## config.mk

```make
export PLATFORM = sky130hd
export DESIGN_NAME = draw_string
export DESIGN_NICKNAME = d
export VERILOG_FILES = /design/src/rtl/draw_string.sv
export SDC_FILE = /design/constraint.sdc
export NUM_CORES = 1
export LEC_CHECK = 0
export BUFFER_PORTS_ARGS = -buffer_cell sky130_fd_sc_hd__buf_2
export CELL_PAD_IN_SITES_DETAIL_PLACEMENT = 1
export CELL_PAD_IN_SITES_GLOBAL_PLACEMENT = 2
export CORE_MARGIN = 4
export CORE_UTILIZATION = 42
export CTS_CLUSTER_DIAMETER = 120
export DETAILED_ROUTE_END_ITERATION = 6
export HOLD_SLACK_MARGIN = 0.1
export PLACE_DENSITY_LB_ADDON = 0.1
export SETUP_SLACK_MARGIN = 0.15
export SLEW_MARGIN = 30
export SYNTH_ARGS = -nofsm -noshare
export SYNTH_HDL_FRONTEND = slang
export SYNTH_SLANG_ARGS = --single-unit
```

## constraint.sdc

```tcl
create_clock -name clk -period 8.1 [get_ports clk]
set_input_delay 0.405 -clock clk [delete_from_list [all_inputs] [get_ports clk]]
set_output_delay 0.405 -clock clk [all_outputs]
set_load 0.1 [all_outputs]
```

## src/rtl/draw_string.sv

```systemverilog
`default_nettype none
// +----------------------------------------------------------------------------+
// | Module  : draw_string                                                      |
// | Desc    : Walks a small character buffer and issues one renderer command  |
// |           per character with line wrap and bottom-edge clipping.           |
// |           Optional DRAW_STRING_SKIP_SPACE_EN suppresses commands for 8'h20.|
// | Rev     : 1.0  initial release                                             |
// +----------------------------------------------------------------------------+
module draw_string #(
   parameter int PIXEL_X_WIDTH   = 10,
   parameter int PIXEL_Y_WIDTH   = 9,
   parameter int PIXEL_X_MAX     = 639,
   parameter int PIXEL_Y_MAX     = 479,
   parameter int COLOR_ID_WIDTH  = 8,
   parameter int CHAR_CODE_WIDTH = 8,
   parameter int BUF_DEPTH       = 16,
   parameter int BUF_ADDR_WIDTH  = 4
) (
   input  logic                       clk,
   input  logic                       rst_n,
   input  logic                       buf_wren,
   input  logic [BUF_ADDR_WIDTH-1:0]  buf_addr,
   input  logic [CHAR_CODE_WIDTH-1:0] buf_data,
   input  logic                       start,
   input  logic [PIXEL_X_WIDTH-1:0]   x,
   input  logic [PIXEL_Y_WIDTH-1:0]   y,
   input  logic [BUF_ADDR_WIDTH:0]    len,
   input  logic [3:0]                 size,
   input  logic [COLOR_ID_WIDTH-1:0]  fg,
   input  logic [COLOR_ID_WIDTH-1:0]  bg,
   output logic                       busy,
   output logic                       done,
   output logic                       err,
   output logic [PIXEL_X_WIDTH-1:0]   ch_x,
   output logic [PIXEL_Y_WIDTH-1:0]   ch_y,
   output logic [CHAR_CODE_WIDTH-1:0] ch_code,
   output logic [3:0]                 ch_size,
   output logic [1:0]                 ch_mode,
   output logic [COLOR_ID_WIDTH-1:0]  ch_fg,
   output logic [COLOR_ID_WIDTH-1:0]  ch_bg,
   output logic                       ch_vld,
   input  logic                       ch_done
);

   localparam int         c_XW   = PIXEL_X_WIDTH + 2;
   localparam int         c_YW   = PIXEL_Y_WIDTH + 2;
   localparam int         c_LW   = BUF_ADDR_WIDTH + 1;
   localparam logic [1:0] c_MODE = 2'b10;

   typedef enum logic [2:0] {
      IDLE  = 3'd0,
      ISSUE = 3'd1,
      WAIT  = 3'd2,
      NEXT  = 3'd3,
      FIN   = 3'd4
   } state_t;

   state_t                     r_state;
   logic [CHAR_CODE_WIDTH-1:0] r_buf [BUF_DEPTH];
   logic [PIXEL_X_WIDTH-1:0]   r_x;
   logic [PIXEL_X_WIDTH-1:0]   r_cur_x;
   logic [PIXEL_Y_WIDTH-1:0]   r_cur_y;
   logic [c_LW-1:0]            r_len;
   logic [c_LW-1:0]            r_idx;
   logic [3:0]                 r_size;
   logic [COLOR_ID_WIDTH-1:0]  r_fg;
   logic [COLOR_ID_WIDTH-1:0]  r_bg;
   logic                       r_busy;
   logic                       r_done;
   logic                       r_err;
   logic                       r_ch_vld;
   logic [PIXEL_X_WIDTH-1:0]   r_ch_x;
   logic [PIXEL_Y_WIDTH-1:0]   r_ch_y;
   logic [CHAR_CODE_WIDTH-1:0] r_ch_code;
   logic [3:0]                 r_ch_size;
   logic [1:0]                 r_ch_mode;
   logic [COLOR_ID_WIDTH-1:0]  r_ch_fg;
   logic [COLOR_ID_WIDTH-1:0]  r_ch_bg;

   logic [c_LW-1:0]            w_len_sat;
   logic [c_LW-1:0]            w_idx_n;
   logic [CHAR_CODE_WIDTH-1:0] w_code0;
   logic [CHAR_CODE_WIDTH-1:0] w_code_n;
   logic                       w_skip0;
   logic                       w_skip_n;
   logic [4:0]                 w_scale;
   logic [c_XW-1:0]            w_pitch_x;
   logic [c_YW-1:0]            w_pitch_y;
   logic [c_XW-1:0]            w_nx;
   logic [c_XW-1:0]            w_nx_end;
   logic [c_YW-1:0]            w_ny;
   logic [c_YW-1:0]            w_ny_end;
   logic                       w_wrap;
   logic                       w_clip;
   logic [PIXEL_X_WIDTH-1:0]   w_new_x;
   logic [PIXEL_Y_WIDTH-1:0]   w_new_y;

   assign w_len_sat = (len > c_LW'(BUF_DEPTH)) ? c_LW'(BUF_DEPTH) : len;
   assign w_idx_n   = r_idx + c_LW'(1);
   assign w_code0   = r_buf[0];
   assign w_code_n  = r_buf[w_idx_n[BUF_ADDR_WIDTH-1:0]];

`ifdef DRAW_STRING_SKIP_SPACE_EN
   localparam logic [CHAR_CODE_WIDTH-1:0] c_SPACE = CHAR_CODE_WIDTH'(8'h20);
   assign w_skip0  = (w_code0 == c_SPACE);
   assign w_skip_n = (w_code_n == c_SPACE);
`else
   assign w_skip0  = 1'b0;
   assign w_skip_n = 1'b0;
`endif

   // Pitch arithmetic is carried two bits wider than the pixel axes so that
   // the end-of-glyph sums can never wrap around before the bound compare.
   assign w_scale   = {1'b0, r_size} + 5'd1;
   assign w_pitch_x = c_XW'(w_scale) * c_XW'(6);
   assign w_pitch_y = c_YW'(w_scale) * c_YW'(10);
   assign w_nx      = c_XW'(r_cur_x) + w_pitch_x;
   assign w_nx_end  = w_nx + w_pitch_x - c_XW'(1);
   assign w_ny      = c_YW'(r_cur_y) + w_pitch_y;
   assign w_ny_end  = w_ny + w_pitch_y - c_YW'(1);
   assign w_wrap    = (w_nx_end > c_XW'(PIXEL_X_MAX));
   assign w_clip    = w_wrap && (w_ny_end > c_YW'(PIXEL_Y_MAX));
   assign w_new_x   = w_wrap ? r_x : w_nx[PIXEL_X_WIDTH-1:0];
   assign w_new_y   = w_wrap ? w_ny[PIXEL_Y_WIDTH-1:0] : r_cur_y;

   always_ff @(posedge clk) begin
      if (buf_wren && (r_state == IDLE) && (int'(buf_addr) < BUF_DEPTH))
         r_buf[buf_addr] <= buf_data;
   end

   always_ff @(posedge clk or negedge rst_n) begin
      if (!rst_n) begin
         r_state   <= IDLE;
         r_x       <= '0;
         r_cur_x   <= '0;
         r_cur_y   <= '0;
         r_len     <= '0;
         r_idx     <= '0;
         r_size    <= '0;
         r_fg      <= '0;
         r_bg      <= '0;
         r_busy    <= 1'b0;
         r_done    <= 1'b0;
         r_err     <= 1'b0;
         r_ch_vld  <= 1'b0;
         r_ch_x    <= '0;
         r_ch_y    <= '0;
         r_ch_code <= '0;
         r_ch_size <= '0;
         r_ch_mode <= '0;
         r_ch_fg   <= '0;
         r_ch_bg   <= '0;
      end else begin
         r_done   <= 1'b0;
         r_ch_vld <= 1'b0;
         case (r_state)
            IDLE: begin
               if (start) begin
                  r_x     <= x;
                  r_cur_x <= x;
                  r_cur_y <= y;
                  r_len   <= w_len_sat;
                  r_size  <= size;
                  r_fg    <= fg;
                  r_bg    <= bg;
                  r_err   <= 1'b0;
                  r_idx   <= '0;
                  r_busy  <= 1'b1;
                  if (w_len_sat == '0) begin
                     r_state <= FIN;
                  end else begin
                     r_state <= ISSUE;
                     if (!w_skip0) begin
                        r_ch_vld  <= 1'b1;
                        r_ch_x    <= x;
                        r_ch_y    <= y;
                        r_ch_code <= w_code0;
                        r_ch_size <= size;
                        r_ch_mode <= c_MODE;
                        r_ch_fg   <= fg;
                        r_ch_bg   <= bg;
                     end
                  end
               end
            end
            // A suppressed character never raised ch_vld, so skip the wait.
            ISSUE: r_state <= r_ch_vld ? WAIT : NEXT;
            WAIT: begin
               if (ch_done)
                  r_state <= NEXT;
            end
            NEXT: begin
               r_idx <= w_idx_n;
               if (w_idx_n == r_len) begin
                  r_state <= FIN;
               end else if (w_clip) begin
                  r_err   <= 1'b1;
                  r_state <= FIN;
               end else begin
                  r_cur_x <= w_new_x;
                  r_cur_y <= w_new_y;
                  r_state <= ISSUE;
                  if (!w_skip_n) begin
                     r_ch_vld  <= 1'b1;
                     r_ch_x    <= w_new_x;
                     r_ch_y    <= w_new_y;
                     r_ch_code <= w_code_n;
                     r_ch_size <= r_size;
                     r_ch_mode <= c_MODE;
                     r_ch_fg   <= r_fg;
                     r_ch_bg   <= r_bg;
                  end
               end
            end
            FIN: begin
               r_done  <= 1'b1;
               r_busy  <= 1'b0;
               r_state <= IDLE;
            end
            default: begin
               r_busy  <= 1'b0;
               r_state <= IDLE;
            end
         endcase
      end
   end

   assign busy    = r_busy;
   assign done    = r_done;
   assign err     = r_err;
   assign ch_vld  = r_ch_vld;
   assign ch_x    = r_ch_x;
   assign ch_y    = r_ch_y;
   assign ch_code = r_ch_code;
   assign ch_size = r_ch_size;
   assign ch_mode = r_ch_mode;
   assign ch_fg   = r_ch_fg;
   assign ch_bg   = r_ch_bg;

endmodule
`default_nettype wire

```

==> insert_results.sql <==
INSERT INTO impl_metrics (metric_group, metric, value, unit) VALUES
('sta', 'maxSlewHeadroom', '36.43', '%'),
('route', 'drc_violations_left', '0', ''),
('yosys', 'syn_avg_cell_area', '12.74', 'um2'),
('floorplan', 'floorplan.initialDensity', '42.62', '%'),
('critical_path', 'worst_r2r_path_depth', '28', ''),
('route', 'via_per_inst', '5.347', ''),
('cells_and_area', 'layout-area-overhead-vs-synth', '16.27', '%'),
('yosys', 'synthMostInstantiatedCell', 'sky130_fd_sc_hd__edfxtp_1', ''),
('route', 'first_iter_violations', '405', ''),
('yosys', 'yosysTopAreaCellShare', '30.35', '%'),
('yosys', 'synthTopCellsByArea', 'sky130_fd_sc_hd__edfxtp_1, sky130_fd_sc_hd__dfrtp_1, sky130_fd_sc_hd__mux4_2, sky130_fd_sc_hd__mux2_2, sky130_fd_sc_hd__ha_1', ''),
('sta', 'fin_crit', '7022', 'ps'),
('cts', 'cts_resized', '0', ''),
('route', 'vias', '8181', ''),
('place', 'place_congestion', '0.7937', ''),
('sta', 'fin_crit_sh', '86.69', '%'),
('cts', 'cts_root_buffer', 'sky130_fd_sc_hd__clkbuf_16', ''),
('sta', 'finalSetupViolations', '0', ''),
('min_path', 'worst_hold_path_type', 'in2reg', ''),
('floorplan', 'x_dimension_of_the_die', '181.7', 'um'),
('critical_path', 'critical_path_cell_count', '28', ''),
('cts', 'clock_path_buffers', '3', ''),
('cells_and_area', 'diodes', '0', ''),
('floorplan', 'core-area', '29720', 'um2'),
('floorplan', 'die_area', '33000', 'um2'),
('floorplan', 'floorplan.die.height', '181.7', 'um'),
('min_path', 'timing.hold.worst_path_depth', '3', ''),
('global_routing', 'grtUsageMet2', '34.56', '%'),
('critical_path', 'r2r_setup_slack', '1080', 'ps'),
('global_routing', 'grtUsageMet3', '2.344', '%'),
('flow_run', 'cap_viol_max_count', '0', ''),
('yosys', 'post-synth-top-area-cell', 'sky130_fd_sc_hd__edfxtp_1', ''),
('place', 'detailed_place_hpwl', '22520', 'um'),
('sta', 'worst-slew-pin-transition', '948.3', 'ps'),
('place', 'io_buffer_count', '112', ''),
('outcome', 'result_of_the_run', 'complete, no violations', ''),
('cts', 'tritoncts_num_sinks', '242', ''),
('critical_path', 'data_arrival_time_of_the_critical_path', '7430', 'ps'),
('yosys', 'synthesis.instances', '994', ''),
('critical_path', 'rr_endpoint', 'ch_x[6]$_DFFE_PN0P_', ''),
('sta', 'rsz0062_at_grt', 'no', ''),
('route', 'route.antenna.remaining_nets', '0', ''),
('global_routing', 'grt_antenna_before_repair', '0', ''),
('cts', 'clock_tree.htree_level_count', '1', ''),
('critical_path', 'worst_path_largest_cell_delay', '530', 'ps'),
('yosys', 'synth_area', '12670', 'um2'),
('critical_path', 'crit_path_buffers_inverters', '7', ''),
('cells_and_area', 'final_cell_count_no_fill', '1530', ''),
('sta', 'finalSetupTns', '0', 'ps'),
('critical_path', 'cp-end-kind', 'flop', ''),
('sta', 'timing.final.ws_setup', '1078', 'ps'),
('critical_path', 'cp_data_required_time', '8510', 'ps'),
('cts', 'clkTransAtPathRegs', '60', 'ps'),
('critical_path', 'crit_path_top_delay_cell', 'sky130_fd_sc_hd__dfrtp_1', ''),
('critical_path', 'critPathKind', 'reg2reg', ''),
('global_routing', 'first_global_vias', '8962', ''),
('sta', 'fmax', '142.4', 'MHz'),
('global_routing', 'wire_length_of_the_first_global_routing_pass', '50860', 'um'),
('min_path', 'min-delay-start', 'len[3]', ''),
('global_routing', 'grt_max_degree', '67', ''),
('yosys', 'seq_area_frac_synth', '52.87', '%'),
('route', 'drt-total-wl', '32000', 'um'),
('route', 'post_drt_wl_per_cell', '20.91', 'um'),
('yosys', 'synthTopCellsByCount', 'sky130_fd_sc_hd__edfxtp_1, sky130_fd_sc_hd__dfrtp_1, sky130_fd_sc_hd__nand2_1', ''),
('cts', 'post_cts.repair.setup_buffers', '0', ''),
('critical_path', 'timing.rr.start', 'r_size[0]$_DFFE_PN0P_', ''),
('critical_path', 'timing.critical_path.from_type', 'flop', ''),
('cts', 'worstSkewPairLatency', '560', 'ps'),
('global_routing', 'grt_util_met1', '26.04', '%'),
('yosys', 'fraction_of_registers_with_async_set_reset', '47.11', '%'),
('cells_and_area', 'nNetsFinal', '1247', '');
[cell type report]
class	count	area [um2]
multi-input combinational	635	5542
inverter	74	277.8
clock inverter	12	136.4
timing repair buffer	139	827.0
fill	3089	14990
clock buffer	38	758.2
tap	390	488.0
sequential	242	6698
[cell families (layout without fill, tap and decap cells)]
group | count (synthesis) | in the layout | share of synthesized area, %
AO/OA/AOI/OAI | 140 | 140 | 7.784
adder cells (fa/ha/maj) | 66 | 66 | 6.816
multiplexers | 139 | 139 | 16.47
XOR/XNOR | 41 | 41 | 3.102
AND/OR/NAND/NOR | 247 | 247 | 9.029
buffers and inverters | 118 | 263 | 3.902
other | 1 | 2 | 0.02961
flip-flops | 242 | 242 | 52.87
[cells in the final DEF, fill, tap and decap left out, types with 8 or more instances in the layout]
cell type	count
sky130_fd_sc_hd__edfxtp_1	128
sky130_fd_sc_hd__dfrtp_1	113
sky130_fd_sc_hd__nand2_1	111
sky130_fd_sc_hd__buf_2	111
sky130_fd_sc_hd__inv_1	73
sky130_fd_sc_hd__mux2_2	69
sky130_fd_sc_hd__ha_1	60
sky130_fd_sc_hd__nor2_1	47
sky130_fd_sc_hd__mux4_2	40
sky130_fd_sc_hd__clkbuf_16	28
sky130_fd_sc_hd__xnor2_1	24
sky130_fd_sc_hd__a21oi_1	23
sky130_fd_sc_hd__o21ai_0	20
sky130_fd_sc_hd__o31ai_1	19
sky130_fd_sc_hd__mux2_4	19
sky130_fd_sc_hd__o211ai_1	18
sky130_fd_sc_hd__a31oi_1	18
sky130_fd_sc_hd__dlygate4sd3_1	18
sky130_fd_sc_hd__nand3_1	17
sky130_fd_sc_hd__xor2_1	14
sky130_fd_sc_hd__nand2b_1	11
sky130_fd_sc_hd__nor3_1	10
sky130_fd_sc_hd__mux2_1	10
sky130_fd_sc_hd__clkbuf_1	8
sky130_fd_sc_hd__buf_4	8
[metrics by stage]
step	instance area [um2]	hold WS, ps	util (%)
2_1_floorplan	12670	109.4	-
3_3_place_gp	13630	482.9	45.87
3_5_place_dp	13630	491.2	45.87
4_1_cts	14710	100.1	49.49
5_1_grt	14730	113.4	49.56
6_report	14730	117.9	49.56
[worst register-to-register path, delay by kind of cell, from the launching register on]
family	cells	cell delay, ps
adders and majority gates	5	1830
AOI/OAI and AO/OA	8	1700
buffers and inverters	7	1210
and+or+nand+nor	5	950
DFF	1	530
muxes	1	390
xor gates and xnor gates	2	290
[sequential cells by signal, indices dropped and copies added (netlist names)]
name,count
r_bg,8
r_state,3
r_cur_y,9
r_buf,128
r_cur_x,10
r_fg,8
ch_fg,8
r_size,4
ch_mode,1
r_idx,5
ch_size,4
ch_vld,1
ch_x,10
err,1
busy,1
r_x,10
ch_bg,8
ch_y,9
ch_code,8
done,1
r_len,5
[worst max path at each step]
stage,from,to,slack (ps)
6_report,r_size[0]$_DFFE_PN0P_,ch_x[6]$_DFFE_PN0P_,1080
5_1_grt,r_size[0]$_DFFE_PN0P_,ch_x[8]$_DFFE_PN0P_,420
4_1_cts,r_size[0]$_DFFE_PN0P_,ch_x[8]$_DFFE_PN0P_,1070
3_5_place_dp,r_size[0]$_DFFE_PN0P_,ch_x[6]$_DFFE_PN0P_,1090
3_3_place_gp,r_size[0]$_DFFE_PN0P_,ch_fg[3]$_DFFE_PN0P_,1270
2_1_floorplan,r_size[0]$_DFFE_PN0P_,ch_bg[0]$_DFFE_PN0P_,2220
[per-layer routing]
layer / up-vias / wire [um]
li1: 3877 / -
met1: 4154 / 14140
met2: 119 / 16340
met3: 31 / 1097
met4: 0 / 417
met5: - / 0
[timing repair]
item | CTS | global route
endpoints found under the setup margin | 0 | 0
hold buffers | 18 | 0
hold endpoints to repair | 82 | 0
Power is not shown: default switching activity piles up to over one toggle a cycle in this logic, so the estimate is an artifact.
